[src/rtl/regfile_scoreboard.sv]
// Integer register file with an integrated dispatch/writeback scoreboard.
// Combinational read ports with same-cycle writeback bypass, a pending bit
// per architectural register, per-port hazard flags and an aggregate issue_ok.
// Register 0 is hardwired to zero and can never become pending.
module regfile_scoreboard #(
    parameter int XLEN = 32,
    parameter int NREG = 32,
    parameter int NRD  = 2,
    parameter int NWR  = 1,
    localparam int AW  = $clog2(NREG)
) (
    input  logic                clk,
    input  logic                rst_n,
    input  logic [NWR-1:0]      wr_valid,
    input  logic [NWR*AW-1:0]   wr_addr,
    input  logic [NWR*XLEN-1:0] wr_data,
    input  logic [NRD-1:0]      rd_valid,
    input  logic [NRD*AW-1:0]   rd_addr,
    output logic [NRD*XLEN-1:0] rd_data,
    output logic [NRD-1:0]      rd_hazard,
    output logic                issue_ok,
    input  logic                alloc_valid,
    input  logic [AW-1:0]       alloc_addr,
    input  logic                flush,
    output logic [AW:0]         pending_cnt
);

    localparam int CW = AW + 1;

    // Architectural state
    logic [XLEN-1:0] regs [NREG];
    logic [NREG-1:0] pending;

    // Unpacked views of the flat port vectors
    logic [AW-1:0]   wa  [NWR];
    logic [XLEN-1:0] wd  [NWR];
    logic [NWR-1:0]  wen;
    logic [AW-1:0]   ra  [NRD];

    // Per-read-port intermediate results
    logic [XLEN-1:0] rd_word [NRD];
    logic [NRD-1:0]  rd_hit;

    // Next-state scoreboard and its population count
    logic [NREG-1:0] pending_nxt;
    logic [CW-1:0]   cnt_nxt;

    // Split flat port vectors into per-port fields; writes to x0 are dropped here
    always_comb begin
        wen = '0;
        for (int i = 0; i < NWR; i++) begin
            wa[i]  = wr_addr[i*AW +: AW];
            wd[i]  = wr_data[i*XLEN +: XLEN];
            wen[i] = wr_valid[i] && (wa[i] != '0);
        end
        for (int j = 0; j < NRD; j++) begin
            ra[j] = rd_addr[j*AW +: AW];
        end
    end

    // Read ports: stored value, overridden by the highest-index matching writeback
    always_comb begin
        // NOTE: every output of this block gets a default first so no path leaves it
        // unassigned; a missing default here is what turns into an inferred latch.
        rd_data   = '0;
        rd_hazard = '0;
        rd_hit    = '0;
        for (int j = 0; j < NRD; j++) begin
            rd_word[j] = regs[ra[j]];
            for (int i = 0; i < NWR; i++) begin
                if (wen[i] && (wa[i] == ra[j])) begin
                    rd_word[j] = wd[i];
                    rd_hit[j]  = 1'b1;
                end
            end
            if ((ra[j] == '0) || !rd_valid[j]) begin
                rd_word[j] = '0;
            end
            rd_hazard[j] = rd_valid[j] & pending[ra[j]] & ~rd_hit[j];
            rd_data[j*XLEN +: XLEN] = rd_word[j];
        end
    end

    // Any hazard on a requested operand blocks issue
    assign issue_ok = ~|rd_hazard;

    // Scoreboard next state: flush beats everything, a new alloc beats a writeback clear
    always_comb begin
        pending_nxt = pending;
        if (flush) begin
            pending_nxt = '0;
        end else begin
            for (int i = 0; i < NWR; i++) begin
                if (wen[i]) begin
                    pending_nxt[wa[i]] = 1'b0;
                end
            end
            if (alloc_valid && (alloc_addr != '0)) begin
                pending_nxt[alloc_addr] = 1'b1;
            end
        end
        pending_nxt[0] = 1'b0;

        cnt_nxt = '0;
        for (int k = 0; k < NREG; k++) begin
            cnt_nxt = cnt_nxt + CW'(pending_nxt[k]);
        end
    end

    // All state: register contents, pending bits and the registered pending count
    always_ff @(posedge clk or negedge rst_n) begin
        if (!rst_n) begin
            // NOTE: the register array is reset explicitly because reads must return
            // zero straight out of reset; this costs a reset net on every storage bit.
            for (int k = 0; k < NREG; k++) begin
                regs[k] <= '0;
            end
            pending     <= '0;
            pending_cnt <= '0;
        end else begin
            // NOTE: non-blocking writes in port order make the highest port win on a
            // same-address collision, matching the bypass priority on the read side.
            for (int i = 0; i < NWR; i++) begin
                if (wen[i]) begin
                    regs[wa[i]] <= wd[i];
                end
            end
            pending     <= pending_nxt;
            pending_cnt <= cnt_nxt;
        end
    end

endmodule

[config.mk]
export PLATFORM = sky130hd
export DESIGN_NAME = regfile_scoreboard
export DESIGN_NICKNAME = d
export VERILOG_FILES = /design/src/rtl/regfile_scoreboard.sv
export SDC_FILE = /design/constraint.sdc
export NUM_CORES = 2
export LEC_CHECK = 0
export BUFFER_PORTS_ARGS = -buffer_cell sky130_fd_sc_hd__buf_2
export CAP_MARGIN = 20
export CORE_MARGIN = 2
export CORE_UTILIZATION = 55
export CTS_CLUSTER_SIZE = 8
export DETAILED_ROUTE_END_ITERATION = 7
export GPL_ROUTABILITY_DRIVEN = 0
export PLACE_DENSITY = 0.71
export SLEW_MARGIN = 15
export SYNTH_ARGS = -nofsm -noshare
export SYNTH_HDL_FRONTEND = slang
export SYNTH_SLANG_ARGS = --single-unit
[constraint.sdc]
create_clock -name clk -period 6.5 [get_ports clk]
set_input_delay 0.65 -clock clk [delete_from_list [all_inputs] [get_ports clk]]
set_output_delay 0.65 -clock clk [all_outputs]
set_load 0.1 [all_outputs]
Word-level counts from Yosys, hierarchy flattened --
Index checks and enable logic that the tools add are counted.
Storage, ports and cells: bits in registers 1061, input port bits 59, logic and storage cells 132, output and inout bits 73
Operators by class: mux-type cells 27, eq/ne operators 2, $add $sub $neg 30, bitwise gates (word level) 12, magnitude comparators 10, reduce and logical (&&, ||, !) cells 17
Operators with widths (count):
- 1024-bit bitwise mux | 1
- 32-bit two-way mux | 13
- 32-bit binary-select mux with 5-bit select | 2
- 32-bit demux with 5-bit select | 1
- 6-bit by 1-bit adder with 6-bit output | 25
- 32-bit bitwise AND | 1
- 32-bit NOT | 1
- 32-bit bitwise OR | 1
- 5-bit by 6-bit < comparator with 1-bit output (second input constant) | 4
- 6-bit >= comparator (second input constant) | 3
- 5-bit NOT with 6-bit output | 3
- 1-bit binary-select mux with 5-bit select | 2
- 1-bit demux with 5-bit select | 2
- 5-bit == test | 2
- 5-bit by 1-bit >= comparator with 1-bit output (second input constant) | 2
- 5-bit zero test | 2
- 5-bit nonzero test | 2
- 1-bit logical AND | 7
- 5-bit by 1-bit adder with 6-bit output | 1
- 6-bit by 1-bit < comparator with 1-bit output (second input constant) | 1
- 1-bit two-way mux | 6
- 4-bit by 1-bit adder with 5-bit output | 1
- 3-bit by 1-bit adder with 4-bit output | 1
- 1-bit bitwise AND | 4
- other kinds (6) | 10

Depth between registers and ports, before layout --
word-level depth 41, mapped depth 22, depth with buffers taken out 20

Worst setup path after synthesis --
OpenSTA, ideal clock, no wires.
path kind input -> output, start point input rd_addr[6], end point output issue_ok, path buffers 2, setup slack -0.907 ns, data arrival time 6.757 ns, cell stages on the path 7, data required time 5.850 ns, path through buf_2 > or3b_1 > clkbuf_1 > o221ai_1 > a211oi_1 > a2111oi_1 > nor2_1
On the way: word-level cells in the longest chain between the ends 7, elaborated cells between the ends (all ways) 10, classes of those cells 1 x eq/ne; 3 x mux; 3 x bitwise; 3 x reduce/logical
Ends and longest elaborated chain:
- start: declaration | line 18 | input logic [NRD*AW-1:0] rd_addr,
- parallel branches: the longest is 4 deep, another holds 1-bit binary-select mux with 5-bit select
- 1-bit bitwise AND * | line 79 | rd_hazard[j] = rd_valid[j] & pending[ra[j]] & ~rd_hit[j];
- via rd_hazard[1] | line 20 | output logic [NRD-1:0] rd_hazard,
- 2-bit OR reduction * | line 85 | assign issue_ok = ~|rd_hazard;
- 1-bit zero test * | line 85
- end: declaration | line 21 | output logic issue_ok,
Mark *: on every way through the listed nets, which the timed path passes. The select of a mux whose other input is x is not followed.

Worst setup path in the final report --
start point input wr_addr[0], end point register pending_cnt[4]
On the way: elaborated cells between the ends (all ways) 44, classes of those cells 30 x add/sub; 2 x order compare; 6 x mux; 3 x bitwise; 3 x reduce/logical
RTL lines:
- start: declaration | line 15 | input logic [NWR*AW-1:0] wr_addr,
- 5-bit by 6-bit < comparator with 1-bit output (not written as such) / 5-bit by 1-bit >= comparator with 1-bit output (equally long branches) | line 95 | pending_nxt[wa[i]] = 1'b0;
- 1-bit logical AND (not written as such) | line 95
- 1-bit two-way mux (not written as such) | line 95
- 1-bit demux with 5-bit select | line 95
- 32-bit NOT (no source line)
- 32-bit bitwise AND (no source line)
- 32-bit two-way mux * | line 94 | if (wen[i]) begin
- 32-bit two-way mux * | line 90 | if (flush) begin
- 32-bit bitwise OR (no source line)
- 32-bit two-way mux * | line 98 | if (alloc_valid && (alloc_addr != '0)) begin
- 32-bit two-way mux * | line 90
- via pending_nxt[28] | line 45 | logic [NREG-1:0] pending_nxt;
- 6-bit by 1-bit adder with 6-bit output * (4 in series) | line 106 | cnt_nxt = cnt_nxt + CW'(pending_nxt[k]);
- via cnt_nxt[4] | line 46 | logic [CW-1:0] cnt_nxt;
- end signal: assignment | line 129 | pending_cnt <= cnt_nxt;
- end: declaration | line 25 | output logic [AW:0] pending_cnt
The timed path passes the listed nets; every way through them passes the cells marked *. The select of a mux whose other input is x is not followed. A chain may end at the register's enable or synchronous reset.

==> metrics.md <==
| Metric | Value |
|---|---|
| Endpoints failing hold | 0 |
| Post-synth EDFFs | 0 |
| Port bufs | 131 |
| CP max-delay cell | fa_1 |
| Largest net degree at the start of global routing | 157 |
| Post-synth net total | 4368 |
| PwrDens | 309 nW/um^2 |
| CP Data Required Time | 7.17 ns |
| Sequential cell area | 26600 um^2 |
| RSZ-0062 raised after global routing | false |
| Pleak | 28.4 nW |
| Post-CTS setup repair buffer count | 0 |
| Crit path launch type | input port |
| Status | completed |
| GRT overflow | 0 |
| Worst-path clk slew | 0.05 ns |
| Layout area overhead | 9.76% |
| H-tree depth | 4 |
| Worst setup margin | 1.25 ns |
| Max-cap viol count | 0 |
| Nets@finish | 4296 |
| HPWL Detailed | 107000 um |
| Min-delay worst type | input port to flip-flop |
| Routed WL | 193000 um |
| Initial DRT Pass Iterations | 6 |
| Netlist cell types | 60 |
| Dpl ws | 0.511 ns |
| Largest family of logic cells by synthesized area | multiplexers |
| Cells after synthesis | 4279 |
| Setup crit end kind | flip-flop |
| DIE HEIGHT | 329 um |
| Post-Syn Area per Cell | 13.6 um^2 |
| Crit-path cells | buf_2, or3b_1, o21ai_0, a21oi_1, fa_1, inv_1, fa_1, fa_1, fa_1, fa_1, fa_1, fa_1, inv_1, fa_1, a21o_1, a21oi_1, xnor2_1 |
| Worst-skew pair later-pin latency | 0.75 ns |
| Core ar. | 105000 um^2 |
| Aggregate global-route resource usage | 0.361 |
| Fillcell total | 8181 |
| Cell repeated most along the worst path | fa_1 |
| Starting Density | 0.554 |
| Max clock buf depth | 3 |
| Critical path class | input port to flip-flop |
| CTS sink count | 1061 |
| Initial antenna violation count | 22 |
| Non-Filler Instances | 5620 |
| Synth async-reset ratio | 1.00 |
| CTS Buf Count | 150 |
| Max-slew violation count | 0 |
| Post-Synth Simple-Gate Area | 0.0277 |
| Minimum clock period | 5.25 ns |
| Clk root buf | clkbuf_16 |
| Die extent in x | 329 um |
| Max FO, Critical Path | 10 |
| Antenna-violating nets left | 0 |
| Post-synthesis adder-cell area fraction | 0.00942 |
| Multi-input logic area | 29700 um^2 |
| Post-synthesis sequential area ratio | 0.456 |
| Wire length of the first global-routing pass | 284000 um |
| Post-synthesis mux area share | 0.397 |
| Rows | 119 |
| Period utilisation layout | 0.808 |
| Drt drc | 0 |
| Iter 0 DRT Violations | 4946 |
| Achievable clock frequency | 0.190 GHz |
| Slew HR | 0.275 |
| Placed insts | 5445 |
| CTS tree | built |
| Slew @ Worst Pin | 1.08 ns |
| Vias | 40500 |
| Final clock skew | 0.0148 ns |
| Fin Setup TNS | 0 ns |
| Compound-Gate Fraction of Synth Area | 0.0687 |
| Synth Cell Area | 58200 um^2 |
| Yosys Warn Count | 0 |
| Worst hold margin | 0.326 ns |
| Crit path DAT | 5.92 ns |
| Io pins | 132 |
| Vias per Instance | 7.21 |
| Top_reg_cell synth | dfrtp_1 |
| Crit path largest cell delay | 0.56 ns |
| Final setup fails | 0 |
| Total power | 0.0198 W |
| Layout cells sized above 1 | 0.401 |
| Die area | 108000 um^2 |
| Synth Area in XOR/XNOR | 0.00196 |
| #FFs+latches synth | 1061 |
| Vias in the first global route | 40900 |
| Wire per inst | 34.4 um |
| Max IR drop VDD | 0.273 mV |
==> power by group <==
group          internal [W]  switching [W]  total (W)
clock               0.00418        0.00285    0.00703
sequential          0.00784       0.000915    0.00875
combinational       0.00208        0.00190    0.00398
==> metrics by stage <==
step                      cell area (um^2)  utilization
after global routing                 63900        0.608
after detailed placement             59800        0.569
after floorplan                      58200            -
after CTS                            63900        0.607
final                                63900        0.608
after global placement               59800        0.569
==> per-layer routing <==
metal  up-vias  global-route usage  share of wire
met5         -                   0        0.00048
met4        16               0.177          0.052
met3       642              0.0897          0.098
met2      2305               0.561           0.46
met1     21400               0.477           0.39
li1      16100                   -              -
==> logic make-up (layout without fill, tap and decap cells) <==
group	Yosys count	after routing
AO/OA/AOI/OAI	553	553
XOR/XNOR	13	13
adder cells (fa/ha/maj)	30	30
buffers and inverters	515	458
flip-flops	1061	1061
multiplexers	1768	1768
other	0	7
AND/OR/NAND/NOR	339	339
==> flip-flops by register name, summed over array words and instances, names as in the netlist <==
register,count
pending_cnt,6
pending,31
regs,1024
==> final cells by class <==
| type | count | share of cell area |
|---|---|---|
| repair buffers | 248 | 0.0273 |
| flip-flops and latches | 1061 | 0.416 |
| clock inverters | 9 | 0.00170 |
| multi-input cells | 2703 | 0.464 |
| inverters | 43 | 0.00253 |
| clock buffers | 158 | 0.0609 |
| diodes | 7 | 0.000274 |
| well taps | 1391 | 0.0273 |
==> cell usage after synthesis (all sizes together) (34+ instances only) <==
master / instances / area share
o22ai: 34 / 0.0037
a221oi: 50 / 0.0075
nor2: 59 / 0.0038
mux2i: 406 / 0.070
o221ai: 61 / 0.0092
a32o: 59 / 0.010
o211ai: 39 / 0.0050
mux4: 327 / 0.13
nand2: 153 / 0.0099
buf: 241 / 0.022
dfrtp: 1061 / 0.46
mux2: 1035 / 0.20
o21ai: 116 / 0.010
clkbuf: 231 / 0.015
a21oi: 69 / 0.0059
a22oi: 39 / 0.0050
inv: 43 / 0.0028
==> what timing repair did <==
item,CTS,global route
hold buffers,1,0
endpoints found under the hold margin,15,0
gates resized for setup,0,0
==> critical path: cells and delay by family <==
kind,cells,cell delay [ns]
AOI/OAI and AO/OA,4,0.74
xor gates and xnor gates,1,0.13
buffers and inverters,3,0.27
adders and majority gates,8,3.63
and+or+nand+nor,1,0.49
==> path summary, 6_finish.rpt <==
kind                                   to           from  cells after the start  slack (ns)
max reg2reg                pending_cnt[4]    pending[12]                     17        1.48
min in group asynchronous       regs[773]          rst_n                      2        0.57
max in group asynchronous       regs[217]          rst_n                      3        4.46
min                            pending[1]  alloc_addr[4]                      4        0.33
min reg2reg                    regs[1006]     regs[1006]                      0        0.39
max                        pending_cnt[4]     wr_addr[0]                     17        1.25
==> cell usage in the layout, fill, tap and decap left out, drive strengths merged, types with 50 or more instances in the layout <==
master  netlist  routed
a21oi        69      69
a221oi       50      50
a32o         59      59
buf         241     246
clkbuf      231     159
dfrtp      1061    1061
mux2       1035    1035
mux2i       406     406
mux4        327     327
nand2       153     153
nor2         59      59
o21ai       116     116
o221ai       61      61
Power figures use the tool's default switching activity.
